**src/rtl/scr1_imem_instr_classifier.sv**
```systemverilog
// Classifies imem fetch beats into instruction classes, queues selected events
// in a small FIFO and keeps saturating statistics counters.
module scr1_imem_instr_classifier #(
  parameter int unsigned EVT_DEPTH = 4,
  parameter int unsigned CNT_W     = 32
) (
  input  logic             clk,
  input  logic             rst,
  input  logic [1:0]       imem_resp,
  input  logic [31:0]      imem_rdata,
  input  logic [7:0]       evt_mask,
  input  logic             cnt_clr,
  input  logic             evt_pop,
  output logic             evt_valid,
  output logic [2:0]       evt_class,
  output logic [31:0]      evt_instr,
  output logic             evt_ovf,
  output logic [CNT_W-1:0] cnt_okay,
  output logic [CNT_W-1:0] cnt_and,
  output logic [CNT_W-1:0] cnt_err
);

  localparam int unsigned AW = $clog2(EVT_DEPTH);

  localparam logic [1:0] RESP_OKAY = 2'b01;
  localparam logic [1:0] RESP_ERR  = 2'b10;

  localparam logic [6:0] OPC_OP     = 7'b0110011;
  localparam logic [6:0] OPC_IMM    = 7'b0010011;
  localparam logic [6:0] OPC_LOAD   = 7'b0000011;
  localparam logic [6:0] OPC_STORE  = 7'b0100011;
  localparam logic [6:0] OPC_BRANCH = 7'b1100011;

  localparam logic [2:0] CLS_OTHER  = 3'd0;
  localparam logic [2:0] CLS_AND    = 3'd1;
  localparam logic [2:0] CLS_ANDI   = 3'd2;
  localparam logic [2:0] CLS_OP     = 3'd3;
  localparam logic [2:0] CLS_LOAD   = 3'd4;
  localparam logic [2:0] CLS_STORE  = 3'd5;
  localparam logic [2:0] CLS_BRANCH = 3'd6;
  localparam logic [2:0] CLS_ERR    = 3'd7;

  localparam logic [AW:0]      PTR_ONE = {{AW{1'b0}}, 1'b1};
  localparam logic [CNT_W-1:0] CNT_ONE = {{(CNT_W-1){1'b0}}, 1'b1};

  logic          beat_okay;
  logic          beat_err;
  logic          beat;
  logic [6:0]    opcode;
  logic [2:0]    funct3;
  logic [6:0]    funct7;
  logic [2:0]    cls;
  logic          is_and;

  logic [AW:0]   wr_ptr;
  logic [AW:0]   rd_ptr;
  logic          empty;
  logic          full;
  logic          push;
  logic          pop;
  logic          wr_en;
  logic          drop;

  logic [2:0]    mem_class [EVT_DEPTH];
  logic [31:0]   mem_instr [EVT_DEPTH];

  assign beat_okay = (imem_resp == RESP_OKAY);
  assign beat_err  = (imem_resp == RESP_ERR);
  assign beat      = beat_okay | beat_err;

  assign opcode = imem_rdata[6:0];
  assign funct3 = imem_rdata[14:12];
  assign funct7 = imem_rdata[31:25];

  always_comb begin
    cls = CLS_OTHER;
    if (beat_err) begin
      cls = CLS_ERR;
    end else begin
      unique case (opcode)
        OPC_OP:     cls = (funct3 == 3'b111 && funct7 == 7'b0000000) ? CLS_AND : CLS_OP;
        OPC_IMM:    cls = (funct3 == 3'b111) ? CLS_ANDI : CLS_OTHER;
        OPC_LOAD:   cls = CLS_LOAD;
        OPC_STORE:  cls = CLS_STORE;
        OPC_BRANCH: cls = CLS_BRANCH;
        default:    cls = CLS_OTHER;
      endcase
    end
  end

  assign is_and = beat_okay && (cls == CLS_AND);

  // Pointers carry an extra wrap bit so full and empty are distinguishable.
  assign empty = (wr_ptr == rd_ptr);
  assign full  = (wr_ptr[AW] != rd_ptr[AW]) && (wr_ptr[AW-1:0] == rd_ptr[AW-1:0]);
  assign push  = beat && evt_mask[cls];
  assign pop   = evt_pop && !empty;
  assign wr_en = push && (!full || pop);
  assign drop  = push && full && !pop;

  always_ff @(posedge clk or posedge rst) begin
    if (rst) begin
      wr_ptr <= '0;
      rd_ptr <= '0;
    end else begin
      if (wr_en) wr_ptr <= wr_ptr + PTR_ONE;
      if (pop)   rd_ptr <= rd_ptr + PTR_ONE;
    end
  end

  always_ff @(posedge clk) begin
    if (wr_en) begin
      mem_class[wr_ptr[AW-1:0]] <= cls;
      mem_instr[wr_ptr[AW-1:0]] <= beat_err ? '0 : imem_rdata;
    end
  end

  assign evt_valid = !empty;
  assign evt_class = empty ? '0 : mem_class[rd_ptr[AW-1:0]];
  assign evt_instr = empty ? '0 : mem_instr[rd_ptr[AW-1:0]];

  always_ff @(posedge clk or posedge rst) begin
    if (rst) begin
      evt_ovf <= 1'b0;
    end else if (cnt_clr) begin
      evt_ovf <= 1'b0;
    end else if (drop) begin
      evt_ovf <= 1'b1;
    end
  end

  always_ff @(posedge clk or posedge rst) begin
    if (rst) begin
      cnt_okay <= '0;
      cnt_and  <= '0;
      cnt_err  <= '0;
    end else if (cnt_clr) begin
      cnt_okay <= '0;
      cnt_and  <= '0;
      cnt_err  <= '0;
    end else begin
      if (beat_okay && cnt_okay != '1) cnt_okay <= cnt_okay + CNT_ONE;
      if (is_and && cnt_and != '1)     cnt_and  <= cnt_and + CNT_ONE;
      if (beat_err && cnt_err != '1)   cnt_err  <= cnt_err + CNT_ONE;
    end
  end

endmodule
```
**config.mk**
```make
export PLATFORM = sky130hd
export DESIGN_NAME = scr1_imem_instr_classifier
export DESIGN_NICKNAME = d
export VERILOG_FILES = /design/src/rtl/scr1_imem_instr_classifier.sv
export SDC_FILE = /design/constraint.sdc
export NUM_CORES = 1
export LEC_CHECK = 0
export CORE_AREA = 2 2 187 189
export CTS_CLUSTER_SIZE = 8
export DETAILED_ROUTE_END_ITERATION = 10
export DIE_AREA = 0 0 189 191
export MAX_ROUTING_LAYER = met4
export PLACE_DENSITY_LB_ADDON = 0.1
export SYNTH_ARGS = -nofsm -noshare
export SYNTH_HDL_FRONTEND = slang
export SYNTH_SLANG_ARGS = --single-unit
```
**constraint.sdc**
```tcl
create_clock -name clk -period 3.76 [get_ports clk]
set_input_delay 1.128 -clock clk [delete_from_list [all_inputs] [get_ports clk]]
set_output_delay 1.128 -clock clk [all_outputs]
set_load 0.01 [all_outputs]
```
### After elaboration in Yosys (flattened, before gate mapping)

Memories as Yosys holds them, arrays and structs flattened.
Cells that the tools add are included.

| storage, ports and cells | value |
|---|---|
| output and inout port bits | 133 |
| memories kept | 2 |
| logic and storage cells | 69 |
| register bits after elaboration | 103 |
| RAM bits | 140 |

| operators by class | value |
|---|---|
| bitwise gates (word level) | 1 |
| reductions and logical operators | 20 |
| eq/ne operators | 15 |
| add/subtract/negate cells | 5 |
| $lt $le $gt $ge | 1 |
| mux-type cells | 19 |

Memories:

| memory | depth | width | rd ports | clocked after memory_dff | write ports | RTL line | RTL |
|---|---|---|---|---|---|---|---|
| mem_instr | 4 | 32 | 1 | 0 | 1 | 65 | `logic [31:0] mem_instr [EVT_DEPTH];` |
| mem_class | 4 | 3 | 1 | 0 | 1 | 64 | `logic [2:0] mem_class [EVT_DEPTH];` |

Operators with widths:

| cell | count |
|---|---|
| 32-bit 2-to-1 mux | 8 |
| 32-bit by 1-bit adder with 32-bit output (second input constant) | 3 |
| 32-bit inequality test (second input constant) | 3 |
| 3-bit case mux with 5 select lines | 1 |
| 7-bit by 6-bit equality test with 1-bit output (second input constant) | 2 |
| 1-bit logical AND | 11 |
| 2-bit nonzero test | 4 |
| 7-bit by 2-bit equality test with 1-bit output (second input constant) | 1 |
| 7-bit by 5-bit equality test with 1-bit output (second input constant) | 1 |
| 7-bit equality test (second input constant) | 1 |
| 7-bit logical NOT | 1 |
| 3-bit by 1-bit adder with 3-bit output (second input constant) | 2 |
| 3-bit 2-to-1 mux | 2 |
| 1-bit 2-to-1 mux | 5 |
| 3-bit by 4-bit < comparator with 1-bit output (second input constant) | 1 |
| 2-bit 2-to-1 mux | 2 |
| 1-bit binary-select mux with 3-bit select | 1 |
| 3-bit by 1-bit equality test with 1-bit output (second input constant) | 1 |
| 3-bit equality test | 1 |
| 3-bit equality test (second input constant) | 1 |
| 1-bit logical NOT | 3 |
| 2-bit by 1-bit equality test with 1-bit output (second input constant) | 1 |
| 2-bit equality test | 1 |
| 2-bit equality test (second input constant) | 1 |
| 3 further kinds | 3 |

### Longest topological paths before layout

Gate-level depths: netlist (run 1).

| depth | value |
|---|---|
| depth after elaboration | 12 |
| depth in mapped cells | 9 |
| depth with buffers taken out | 8 |

### Least setup slack after synthesis (run 1)

Ideal clock, no wire load.

| timing | value |
|---|---|
| path type | input to register |
| start | input port imem_rdata[2] |
| end | memory mem_class[0][0] (enable) |
| slack | -0.588 ns |
| arrival time | 3.921 ns |
| setup time | 0.427 ns |
| buffers on the path | 0 |
| stages on the path | 6 |
| data required time | 3.333 ns |
| cell sequence | and4bb_2 nand3_1 o221ai_1 mux2i_1 o211ai_2 nor2_1 |

| between the ends | value |
|---|---|
| cells in the longest elaborated chain, start to end | 9 |
| elaborated cells on any way between the ends | 13 |
| classes of those cells | 5 x eq/ne; 6 x mux; 2 x reduce/logical |

RTL lines:

| what | RTL line | RTL |
|---|---|---|
| start: declaration | 10 | `input logic [31:0] imem_rdata,` |
| 7-bit equality test, or another cell as far along | 80 | `unique case (opcode)` |
| 3-bit case mux with 5 select lines * | 80 |  |
| 3-bit 2-to-1 mux * | 77 | `if (beat_err) begin` |
| net cls[1] | 52 | `logic [2:0] cls;` |
| 1-bit binary-select mux with 3-bit select * | 96 | `assign push = beat && evt_mask[cls];` |
| 1-bit 2-to-1 mux (not written as such) * | 96 |  |
| 1-bit logical AND * | 96 |  |
| 1-bit logical AND * | 98 | `assign wr_en = push && (!full \|\| pop);` |
| 1-bit 2-to-1 mux * | 112 | `if (wr_en) begin` |
| 1-bit 2-to-1 mux (not written as such) * | 113 | `mem_class[wr_ptr[AW-1:0]] <= cls;` |
| end: declaration | 64 |  |

The timed path passes the listed nets; every way through them passes the cells marked *. The select of a mux whose other input is x is not followed.

### Worst setup path after layout (run 1)

| timing | value |
|---|---|
| start | register rd_ptr[0] |
| end | output port evt_class[1] |

| between the ends | value |
|---|---|
| cells in the longest elaborated chain, start to end | 2 |
| elaborated cells on any way between the ends | 3 |
| classes of those cells | 1 x eq/ne; 1 x mux; 1 x memory |

RTL lines:

| what | RTL line | RTL |
|---|---|---|
| start: declaration | 56 | `logic [AW:0] rd_ptr;` |
| start signal: assignment | 107 | `if (pop) rd_ptr <= rd_ptr + PTR_ONE;` |
| memory 4 x 3 bit / 3-bit equality test (equally long branches) | -- |  |
| 3-bit 2-to-1 mux * | 119 | `assign evt_class = empty ? '0 : mem_class[rd_ptr[AW-1:0]];` |
| end: declaration | 15 | `output logic [2:0] evt_class,` |

Mark *: on every way between the ends. The rest lies on a longest branch, timed or not.

==> results of run 1 <==
## timing repair
item                                   CTS  global route
endpoints found under the hold margin    0             0
setup endpoints to repair               13             0
buffers inserted                         2             0
## through the flow
stage / TNS, ps / hold WS [ps] / util, %
6_report: 0 / 506 / 44.4
4_1_cts: 0 / 512 / 44.3
2_1_floorplan: -3620 / 465 / -
3_5_place_dp: 0 / 503 / 41.3
3_3_place_gp: 0 / 491 / 41.3
5_1_grt: 0 / 525 / 44.4
## area by class of cell
type | instances | area (um^2)
Antenna cell | 3 | 7.51
Clock buffer | 56 | 996
Multi-Input combinational cell | 578 | 4400
Fill cell | 3174 | 19000
Clock inverter | 2 | 25.0
Inverter | 24 | 93.8
Tap cell | 455 | 569
Sequential cell | 243 | 6780
Timing Repair Buffer | 227 | 2260
## cell usage in the layout, fill, tap and decap left out, types with 21 or more instances in the layout
master,netlist,routed
nand3_1,37,37
edfxtp_1,140,140
nor2_1,88,85
nor2b_1,70,70
xor2_1,54,54
nand4_1,25,25
dfrtp_1,103,101
clkbuf_16,0,36
inv_1,24,22
and3_1,22,21
clkdlybuf4s50_1,0,177
nand2_1,40,40
buf_4,1,40
xnor2_1,24,24
mux4_2,35,35
## metal layers
metal / vias up / global-route usage [%] / wire [um] / part of all wire [%]
met2: 180 / 25.8 / 13500 / 47
met4: 0 / 3.76 / 444 / 1.5
met5: - / - / 0 / 0
met3: 30 / 4.96 / 2220 / 7.7
li1: 3738 / - / - / -
met1: 3766 / 21.4 / 12700 / 44
## report_power, final
group / switching [mW] / internal, mW / leakage (nW) / total [mW]
sequential: 0.0867 / 3.12 / 2.71 / 3.20
clock: 1.11 / 1.80 / 0.491 / 2.91
combinational: 1.15 / 1.40 / 2.39 / 2.55
total: 2.35 / 6.32 / 5.59 / 8.67
## worst reg2reg max path, delay by kind of cell, from the launching register on
kind	cells	cell delay (ps)
DFF	1	420
AOI/OAI and AO/OA	1	350
xor gates and xnor gates	1	180
adders and majority gates	1	220
and+or+nand+nor	4	1150
## worst max path at each step
stage	endpoint	slack (ps)	cells after the start
finish	evt_class[1]	190	4
global route	evt_instr[4]	40	4
CTS	evt_class[1]	50	4
detailed placement	mem_instr[0][29]	90	9
global placement	mem_instr[0][24]	110	9
floorplan	mem_class[0][0]	-30	6
## sequential cells by signal (all words and copies together), names as in the netlist
signal     count
mem_instr    128
cnt_and       32
cnt_err       32
cnt_okay      32
mem_class     12
rd_ptr         3
wr_ptr         3
evt_ovf        1
## kinds of logic after synthesis
logic type                 after synthesis  share of synthesized area [%]
and+or+nand+nor                        365                           18.3
DFF                                    243                           59.3
AOI/OAI and AO/OA                       84                           5.49
xor gates and xnor gates                78                           5.97
buffers and inverters                   65                           2.48
muxes                                   41                           7.44
adders and majority gates               10                           1.09
==> results.ini, run 1 <==
[clock_tree]
numCtsBuffers=36
cts_hold_buf=0
cts.clk_slew.worst_paths_ps=40
ctsHtreeMaxLevel=2
cts.path.max_buffers=3
clkLatencyLatePin_ps=500
clock-root-buffer=clkbuf_16
cts_tree=yes
numClockSinks=243
cts.repair.resized=0

[global_route]
antenna_found_initial=3
grt_pass1_wl_mm=45.1
grt_max_degree=44
grt-ovfl-total=0
grt.total_usage_pct=16.6
grt_pass1_vias=7919

[die]
start_util_pct=33.5
coreArea_um2=34100
die_h_um=191
rows=68
dieArea_um2=36100
die_w_um=189
io_pins=179

[setup_path]
worstSetupEndpointType=primary output
critPathLaunchType=register
path_delay_family=buffers and inverters
worst-path-buf-inv=2
cpPeakStageDelay_ps=550
crit_fanout=30
crit_slowest_cell=mux4_2
worst-endpoint-required_ps=2630
r2r_cells=7
r2r_slack_ps=1300
cp_cell_sequence=buf_12, mux4_2, nor2b_1, clkdlybuf4s50_1
path_class=register to primary output
timing.rr.start=cnt_and[0]
crit_path_start=rd_ptr[0]
regToRegEndpoint=cnt_and[3]
crit_arrival_ps=2440

[routing]
drt_iter0_markers=303
wire_per_inst_um=18.1
dr.pass1.iters=4
ant_nets=0
vias_per_cell=4.86
vias=7714
drc_errors=0
finalWirelength_mm=28.8

[hold_path]
hp-start=wr_ptr[2]
worstHoldEndpoint=wr_ptr[2]
min_path_cells=1
hold_class=register to register

[placement]
dp_hpwl_mm=19.7
post-place-ws_ps=86.1
numPortBuffers=178
postPlaceCellArea_um2=14100
routabilityCongestion=0.783
placed_cells=1525

[logic_synthesis]
synthCells=886
synth_top_area_cell=edfxtp_1
yosys_warnings=0
syn_nets=942
avgSynthCellArea_um2=12.9
synth_ff_type=edfxtp_1
synth_common_cells=140 x edfxtp_1, 103 x dfrtp_1, 88 x nor2_1, 70 x nor2b_1, 54 x xor2_1
seq_area_frac_synth_pct=59.3
async_reset_ff_share_pct=42.4
yosysMostFrequentCell=edfxtp_1
synth_cell_types=63
synth_edf_count=140
yosysTopAreaCellShare_pct=36.7
ys_ff_latch=243
ys_top_cells_by_area=edfxtp_1 37%, dfrtp_1 23%, mux4_2 6.9%, xor2_1 4.1%, nor2b_1 3.8%
netlist_area_um2=11400

[power]
leakage_nw=5.59
power_density_nw_per_um2=573
finalPower_mw=8.67
vdd_drop_max_uv=344

[outcome]
status=completed

[timing]
fin_worst_skew_ps=10.6
tightest_slew_ps=910
worst_slack_ps=188
finalCritPeriodShare_pct=95.0
fmax_mhz=280
hold_viol_final=0
setup_viol=0
rsz0062_at_grt=false
slew-limit-headroom_pct=39.3
slew_viol_final=0
fin_crit_ps=3570

[final_layout]
finalNonFillerCells=1588
final_nets=1166
final_cell_area_um2=15100
drive_gt1_share_pct=14.5
area_growth_pct=32.3

[flow_run]
cap_violations=0

Power figures use the tool's default switching activity.
==> inputs of run 2 (changes only) <==
--- a/config.mk
+++ b/config.mk
@@ -14,3 +14,4 @@
 export SYNTH_ARGS = -nofsm -noshare
 export SYNTH_HDL_FRONTEND = slang
 export SYNTH_SLANG_ARGS = --single-unit
+export TNS_END_PERCENT = 10
==> results of run 2 <==
Final layout, timing and power as in run 1 (identical DEF).
==> inputs of run 3 (changes only) <==
--- a/config.mk
+++ b/config.mk
@@ -9,6 +9,7 @@
 export CTS_CLUSTER_SIZE = 8
 export DETAILED_ROUTE_END_ITERATION = 10
 export DIE_AREA = 0 0 189 191
+export GPL_ROUTABILITY_DRIVEN = 0
 export MAX_ROUTING_LAYER = met4
 export PLACE_DENSITY_LB_ADDON = 0.1
 export SYNTH_ARGS = -nofsm -noshare
==> results of run 3 <==
Final layout, timing and power as in run 1 (identical DEF).
